--- src/rtl/file_op_unit.sv ---
// Byte-oriented file-register instruction unit: fetches one operand from the register
// file, executes an ALU op against W, then issues a single write/status command.
module file_op_unit #(
  parameter int DATA_WIDTH = 8
) (
  input  logic                  clk,
  input  logic                  rst,
  input  logic                  opValid,
  output logic                  opReady,
  input  logic [9:0]            instr,
  input  logic [DATA_WIDTH-1:0] regfileIn,
  input  logic [DATA_WIDTH-1:0] statusIn,
  output logic [2:0]            writeCommand,
  output logic [4:0]            fileAddr,
  output logic [DATA_WIDTH-1:0] writeDataOut,
  output logic [DATA_WIDTH-1:0] statusOut,
  output logic [DATA_WIDTH-1:0] wOut,
  output logic                  done,
  output logic                  skip
);

  localparam int HALF = DATA_WIDTH / 2;
  localparam logic [DATA_WIDTH-1:0] ONE = DATA_WIDTH'(1);

  typedef enum logic [1:0] {IDLE, READ, EXEC, WRITE} state_t;

  state_t                state_q;
  logic [3:0]            opcode_q;
  logic                  d_q;
  logic [4:0]            fileAddr_q;
  logic [DATA_WIDTH-1:0] fval_q, stat_q, w_q;
  logic [DATA_WIDTH-1:0] writeDataOut_q, statusOut_q;
  logic [2:0]            writeCommand_q;
  logic                  opReady_q, done_q, skip_q;

  logic [DATA_WIDTH-1:0] res_d, stat_d;
  logic [DATA_WIDTH:0]   sum;
  logic [2:0]            cmd_d;
  logic                  skip_d, to_w, z_upd, c_upd, c_new, dc_new;

  always_comb begin
    res_d  = fval_q;
    sum    = '0;
    c_new  = stat_q[0];
    dc_new = stat_q[1];
    z_upd  = 1'b0;
    c_upd  = 1'b0;
    skip_d = 1'b0;
    to_w   = ~d_q;
    case (opcode_q)
      4'h0: begin res_d = w_q; to_w = 1'b0; end
      4'h1: begin res_d = '0; z_upd = 1'b1; end
      4'h2: begin
        // Carry and digit carry are "no borrow" for subtraction
        res_d  = fval_q - w_q;
        c_new  = (fval_q >= w_q);
        dc_new = (fval_q[3:0] >= w_q[3:0]);
        z_upd  = 1'b1;
        c_upd  = 1'b1;
      end
      4'h3: begin res_d = fval_q - ONE; z_upd = 1'b1; end
      4'h4: begin res_d = fval_q | w_q; z_upd = 1'b1; end
      4'h5: begin res_d = fval_q & w_q; z_upd = 1'b1; end
      4'h6: begin res_d = fval_q ^ w_q; z_upd = 1'b1; end
      4'h7: begin
        sum    = {1'b0, fval_q} + {1'b0, w_q};
        res_d  = sum[DATA_WIDTH-1:0];
        c_new  = sum[DATA_WIDTH];
        dc_new = (({1'b0, fval_q[3:0]} + {1'b0, w_q[3:0]}) > 5'd15);
        z_upd  = 1'b1;
        c_upd  = 1'b1;
      end
      4'h8: begin res_d = fval_q; z_upd = 1'b1; end
      4'h9: begin res_d = ~fval_q; z_upd = 1'b1; end
      4'hA: begin res_d = fval_q + ONE; z_upd = 1'b1; end
      4'hB: begin res_d = fval_q - ONE; skip_d = (res_d == '0); end
      4'hC: begin
        res_d = {stat_q[0], fval_q[DATA_WIDTH-1:1]};
        c_new = fval_q[0];
        c_upd = 1'b1;
      end
      4'hD: begin
        res_d = {fval_q[DATA_WIDTH-2:0], stat_q[0]};
        c_new = fval_q[DATA_WIDTH-1];
        c_upd = 1'b1;
      end
      4'hE: res_d = {fval_q[HALF-1:0], fval_q[DATA_WIDTH-1:HALF]};
      4'hF: begin res_d = fval_q + ONE; skip_d = (res_d == '0); end
    endcase
    stat_d = stat_q;
    if (z_upd) stat_d[2] = (res_d == '0);
    if (c_upd) begin
      stat_d[1] = dc_new;
      stat_d[0] = c_new;
    end
    cmd_d = {1'b0, d_q, z_upd | c_upd};
  end

  always_ff @(posedge clk or negedge rst) begin
    if (!rst) begin
      state_q        <= IDLE;
      opcode_q       <= '0;
      d_q            <= 1'b0;
      fileAddr_q     <= '0;
      fval_q         <= '0;
      stat_q         <= '0;
      w_q            <= '0;
      writeDataOut_q <= '0;
      statusOut_q    <= '0;
      writeCommand_q <= '0;
      opReady_q      <= 1'b1;
      done_q         <= 1'b0;
      skip_q         <= 1'b0;
    end else begin
      case (state_q)
        IDLE: if (opValid) begin
          opcode_q   <= instr[9:6];
          d_q        <= instr[5];
          fileAddr_q <= instr[4:0];
          opReady_q  <= 1'b0;
          state_q    <= READ;
        end
        READ: begin
          fval_q  <= regfileIn;
          stat_q  <= statusIn;
          state_q <= EXEC;
        end
        EXEC: begin
          // Results land in the output registers so they are all valid for the WRITE cycle
          writeCommand_q <= cmd_d;
          writeDataOut_q <= res_d;
          statusOut_q    <= stat_d;
          if (to_w) w_q <= res_d;
          done_q  <= 1'b1;
          skip_q  <= skip_d;
          state_q <= WRITE;
        end
        WRITE: begin
          writeCommand_q <= '0;
          done_q         <= 1'b0;
          skip_q         <= 1'b0;
          fileAddr_q     <= '0;
          opReady_q      <= 1'b1;
          state_q        <= IDLE;
        end
        default: state_q <= IDLE;
      endcase
    end
  end

  assign opReady      = opReady_q;
  assign writeCommand = writeCommand_q;
  assign fileAddr     = fileAddr_q;
  assign writeDataOut = writeDataOut_q;
  assign statusOut    = statusOut_q;
  assign wOut         = w_q;
  assign done         = done_q;
  assign skip         = skip_q;

endmodule

--- config.mk ---
export PLATFORM = sky130hd
export DESIGN_NAME = file_op_unit
export DESIGN_NICKNAME = d
export VERILOG_FILES = /design/src/rtl/file_op_unit.sv
export SDC_FILE = /design/constraint.sdc
export NUM_CORES = 1
export LEC_CHECK = 0
export CORE_MARGIN = 2
export CORE_UTILIZATION = 60
export CTS_BUF_LIST = sky130_fd_sc_hd__clkbuf_2 sky130_fd_sc_hd__clkbuf_4 sky130_fd_sc_hd__clkbuf_8
export CTS_CLUSTER_SIZE = 20
export DETAILED_ROUTE_END_ITERATION = 12
export PLACE_DENSITY = 0.95
export SETUP_SLACK_MARGIN = 0.3
export SKIP_CTS_REPAIR_TIMING = 1
export SLEW_MARGIN = 20
export SYNTH_ARGS = -nofsm -noshare
export SYNTH_HDL_FRONTEND = slang
export SYNTH_SLANG_ARGS = --single-unit
export TNS_END_PERCENT = 100
--- constraint.sdc ---
create_clock -name clk -period 6 [get_ports clk]
set_input_delay 1.5 -clock clk [delete_from_list [all_inputs] [get_ports clk]]
set_output_delay 1.5 -clock clk [all_outputs]
set_load 0.005 [all_outputs]
==> results of run 1 <==
==> kinds of logic (layout without fill, tap and decap cells) <==
group / Yosys count / count (layout) / synth area share (%)
AOI/OAI and AO/OA: 160 / 160 / 23.8
xor gates and xnor gates: 15 / 15 / 2.86
adders and majority gates: 34 / 34 / 9.60
buffers and inverters: 75 / 118 / 8.15
DFF: 57 / 57 / 31.1
muxes: 30 / 30 / 7.14
other: 1 / 1 / 0.0817
and+or+nand+nor: 154 / 154 / 17.3
==> registers in the layout, summed over array words and instances (netlist names) <==
name / count
opReady: 1
state_q: 2
done: 1
writeCommand: 2
fval_q: 8
writeDataOut: 8
stat_q: 8
statusOut: 8
opcode_q: 4
skip: 1
wOut: 8
fileAddr: 5
d_q: 1
==> Yosys cell counts, types with 5 or more instances <==
cell / instances
clkbuf_1: 16
a31oi_1: 9
buf_2: 14
nand2b_1: 6
mux2i_1: 8
nor2_1: 31
a21oi_1: 23
o21ai_0: 46
o22ai_1: 8
nor2b_1: 9
xnor2_1: 12
nand3_1: 11
mux2_2: 21
ha_1: 32
o211ai_1: 7
nand3b_1: 8
buf_6: 5
inv_1: 32
nor3_1: 7
nand2_1: 52
dfrtp_1: 56
==> worst paths after layout <==
path / from / slack, ps / end / cells after the start
worst max-delay path: fval_q[1] / 2630 / statusOut[2] / 9
worst min-delay path: statusOut[1] / 480 / statusOut[1] / 1
worst max register to register: fval_q[1] / 2630 / statusOut[2] / 9
worst min register to register: statusOut[1] / 480 / statusOut[1] / 1
max in group asynchronous: rst / 4210 / stat_q[7] / 2
min in group asynchronous: rst / 1310 / fval_q[0] / 2
==> cell usage in the layout (no fill, tap or decap), drive strengths merged, types with 3 or more instances in the layout <==
master and count:
mux2i 8, and3b 3, nand2b 6, nand2 52
a21oi 23, o2111ai 3, a22oi 4, clkbuf 13
o32ai 3, a221oi 4, nor2b 9, mux2 22
inv 32, nand3b 8, nand4 4, o31ai 3
dfrtp 56, xor2 3, nor2 31, nand3 11
o21a 3, o22ai 8, xnor2 12, or3 3
a222oi 3, a21o 3, a31oi 9, clkdlybuf4s50 61
o221ai 4, a211oi 4, a32oi 3, ha 32
o21ai 47, nor3b 3, o211ai 7, buf 8
clkinv 3, o21bai 4, nor3 10
==> per-stage QoR <==
step / total power, W / cells / utilization, % / worst slack [ps] / hold WS [ps]
finish: 0.00358 / 668 / 72.8 / 2630 / 483
global route: 0.00382 / 668 / 72.8 / 2490 / 492
CTS: 0.00351 / 668 / 72.8 / 2680 / 481
detailed placement: 0.00311 / 652 / 70.0 / 2760 / 467
global placement: 0.00307 / 652 / 70.0 / 2830 / 453
floorplan: 0.00241 / 526 / - / 3120 / 457
==> worst max-delay path: stages, from the launching register on <==
cell,delay [ps]
dfrtp_1,680
inv_1,310
fa_1,500
o311a_1,410
a211oi_1,310
o2111ai_2,180
or3_1,340
o22a_1,190
nor3_2,190
a31o_1,180
==> per-layer routing <==
metal	track usage [%]	routed length, µm	up-vias
met4	14.5	515	0
met3	8.71	1360	53
met1	44.8	5510	2061
met5	0	0	-
met2	54.2	6550	293
li1	-	-	1982
==> power breakdown <==
group | leakage (nW) | total (W) | switching (W) | internal (W)
clock | 0.110 | 0.000380 | 0.000158 | 0.000222
sequential | 0.691 | 0.000816 | 0.000238 | 0.000578
combinational | 1.42 | 0.00238 | 0.00137 | 0.00101
total | 2.22 | 0.00358 | 0.00177 | 0.00181
==> area by class of cell <==
type | count | share of cell area [%]
inverter | 33 | 2.32
tap | 99 | 2.32
multi-input combinational | 394 | 52.2
clock buffer | 13 | 3.12
sequential | 57 | 26.8
clock inverter | 3 | 0.750
timing repair buffer | 69 | 12.5
==> out/qor.csv, run 1 <==
metric;value;unit
yosys_warnings;0;
grt_pass1_wl;22700;µm
initialDrtViolationCount;504;
fillers;547;
syn_nets;589;
fmax;0.297;GHz
nNetsFinal;627;
synth.avg_cell_area;8.72;µm²
grt_usage;34.4;%
drc_errors;0;
relSlewSlack;21.1;%
cap_violations;0;
finalInstanceArea;5340;µm²
drive_gt1_share;9.67;%
power_density;671;nW/µm²
cp-start-kind;flop;
cts_tree;done;
grt_max_degree;58;
gp_congestion;1.04;
ant_nets;0;
worstSetupEndpointType;flop;
seqCellArea;1430;µm²
leakage;2.22;nW
rows;31;
ys.flop_type;dfrtp_1;
clockBufferDepth;2;
ys_types;81;
start_util;62.6;%
peakVddDrop;357;µV
finalClockSkew;13.3;ps
multi_input_comb_area;2790;µm²
num_antenna_cells;0;
path_clk_slew;70;ps
die_area;8360;µm²
vias_per_cell;6.57;
wl;13900;µm
clock_latency;350;ps
clock-sinks;57;
synth_area;4590;µm²
synthTopCellsByArea;dfrtp_1 (31%), ha_1 (8.7%), mux2_2 (5.2%);
ios;64;
yosysTopAreaCell;dfrtp_1;
ys_ff_latch;57;
ys_seq_area_share;31.1;%
required;6280;ps
rsz0062_at_grt;no;
area.growth.synth_to_final;16.3;%
synth.top_cell.area_share;30.5;%
io_buffers;62;
min_path_type;reg2reg;
first_pass_iters;7;
finalCriticalPeriod;3370;ps
setup_viol;0;
dpl_cell_area;5130;µm²
core-area;7330;µm²
synthCells;526;
period_share;56.2;%
grt_overflow;0;
post_drt_wl_per_cell;20.9;µm
grt_pass1_vias;4315;
hpwl;9920;µm
finalMaxSlewViolations;0;
die_h;91.4;µm
synth_edf_count;0;
hold_viol_final;0;
crit_type;reg2reg;
die-width;91.4;µm
route.vias.total;4389;
cts_root_buf;clkbuf_8;
synthArstFlopShare;100;%
worstPathArrival;3650;ps
crit_fanout;12;
cts-buffers-inserted;9;
h-tree-depth;3;
worstMarginPinSlew;1170;ps
antenna_found_initial;0;
status;completed;
tns;0;ps
No activity file was read; power rests on OpenSTA's default activity.
==> run 2: changes to the inputs <==
--- a/config.mk
+++ b/config.mk
@@ -6,11 +6,11 @@
 export NUM_CORES = 1
 export LEC_CHECK = 0
 export CORE_MARGIN = 2
-export CORE_UTILIZATION = 60
+export CORE_UTILIZATION = 52
 export CTS_BUF_LIST = sky130_fd_sc_hd__clkbuf_2 sky130_fd_sc_hd__clkbuf_4 sky130_fd_sc_hd__clkbuf_8
 export CTS_CLUSTER_SIZE = 20
 export DETAILED_ROUTE_END_ITERATION = 12
-export PLACE_DENSITY = 0.95
+export PLACE_DENSITY = 0.89
 export SETUP_SLACK_MARGIN = 0.3
 export SKIP_CTS_REPAIR_TIMING = 1
 export SLEW_MARGIN = 20
==> constraint.sdc (replaced) <==
create_clock -name clk -period 2.85 [get_ports clk]
set_input_delay 0.7125 -clock clk [delete_from_list [all_inputs] [get_ports clk]]
set_output_delay 0.7125 -clock clk [all_outputs]
set_load 0.005 [all_outputs]
==> run 2 against run 1 <==
Compared with the run above:
- clock power rose by 130%
- sequential cell count unchanged
- sequential share of layout area shrank 2.7 points
- register-to-register slack got worse by 2500 ps
- worst setup slack lost 2500 ps
- highest routed layer unchanged
==> out/qor.csv, run 2 (same netlist as run 1, synthesis figures left out) <==
metric;value;unit
worstSetupEndpointType;flop;
peakVddDrop;844;µV
path_clk_slew;80;ps
wl_met3;1280;µm
finalMaxSlewViolations;0;
hpwl;11200;µm
ant_nets;0;
setup_viol;0;
worstPathArrival;2960;ps
worstMarginPinSlew;737;ps
initialDrtViolationCount;356;
clock-sinks;57;
die-width;97.9;µm
min_path_type;in2async;
grt_usage;31.0;%
final_util;69.5;%
rsz0062_at_grt;yes;
drc_errors;0;
clockBufferDepth;2;
ios;64;
fillers;652;
period_share;95.5;%
cap_violations;0;
required;3080;ps
die_h;97.9;µm
grt_pass1_vias;4548;
vias_per_cell;6.37;
gp_congestion;0.967;
crit_type;reg2reg;
h-tree-depth;3;
cts_tree;done;
cts_root_buf;clkbuf_8;
post_drt_wl_per_cell;20.7;µm
antenna_found_initial;0;
cp-start-kind;flop;
relSlewSlack;50.4;%
routed.top_layer;met4;
wl;15200;µm
power_density;1440;nW/µm²
tns;0;ps
finalCriticalPeriod;2720;ps
wl_met2;7300;µm
die_area;9590;µm²
finalClockSkew;11.7;ps
crit_fanout;7;
drive_gt1_share;24.6;%
io_buffers;62;
core-area;8640;µm²
hold_viol_final;0;
grt_max_degree;31;
grt_overflow;0;
mostFrequentLayoutCells;clkdlybuf4s50_1 (61), buf_4 (61), nand2_1 (51);
hold_slack;405;ps
area.growth.synth_to_final;30.8;%
first_pass_iters;5;
status;completed;
fmax;0.367;GHz
rows;34;
drt-met1-wl;6040;µm
clock_latency;350;ps
start_util;53.1;%
leakage;2.52;nW
grt_pass1_wl;23700;µm
route.vias.total;4673;
cts-buffers-inserted;9;
num_antenna_cells;0;
nNetsFinal;684;
## run 2: changes by cell type in the layout (fill, tap and decap cells not counted), moves of 5 or more
cell	change
buf_4	+54
dfrtp_1	-10
dfrtp_2	+10
ha_1	-7
ha_4	+5
inv_1	-7
inv_2	+5
## run 2: area by class of cell
class / instances / area, µm² / area share (%)
Clock buffer: 9 / 124 / 2.06
Clock inverter: 7 / 93.8 / 1.56
Inverter: 33 / 129 / 2.15
Multi-Input combinational cell: 394 / 2950 / 49.2
Sequential cell: 57 / 1440 / 24.0
Tap cell: 108 / 135 / 2.25
Timing Repair Buffer: 126 / 1120 / 18.7
## run 2: worst paths after layout
check,start,end,slack (ps),cells past startpoint
hold reg to reg,opReady,opReady,470,2
max in group asynchronous,rst,wOut[4],1830,2
setup reg to reg,fval_q[0],statusOut[2],130,10
min in group clk,opReady,opReady,470,2
hold / removal,rst,state_q[0],400,1
setup / recovery,fval_q[0],statusOut[2],130,10
## run 2: report_power, final
part	internal (W)	switching, W
clock network	0.000492	0.000366
logic	0.00281	0.00332
registers	0.00123	0.000431
## run 2: per-layer routing
layer	global-route usage, %	vias up
li1	-	2104
met1	39.5	2241
met2	52.4	273
met3	5.73	55
met4	12.1	0
met5	0	-
## run 2: per-stage QoR
| step | instances | power, W | setup slack (ps) | area (µm²) |
|---|---|---|---|---|
| after CTS | 719 | 0.00807 | -5.82 | 5750 |
| final | 734 | 0.00865 | 128 | 6000 |
| after global routing | 734 | 0.00916 | 43.2 | 6000 |
| after floorplan | 526 | 0.00524 | 227 | 4680 |
| after global placement | 703 | 0.00700 | 81.8 | 5540 |
| after detailed placement | 703 | 0.00717 | 0.286 | 5540 |
## run 2: critical path, cell delays in order (launching register included)
cell and delay (ps):
dfrtp_2 420, inv_4 70, ha_4 170, fa_2 380, o311a_4 340, o31a_1 300, o22a_1 190, a21oi_1 210
a2111o_1 210, o21ai_2 100, a31o_1 230
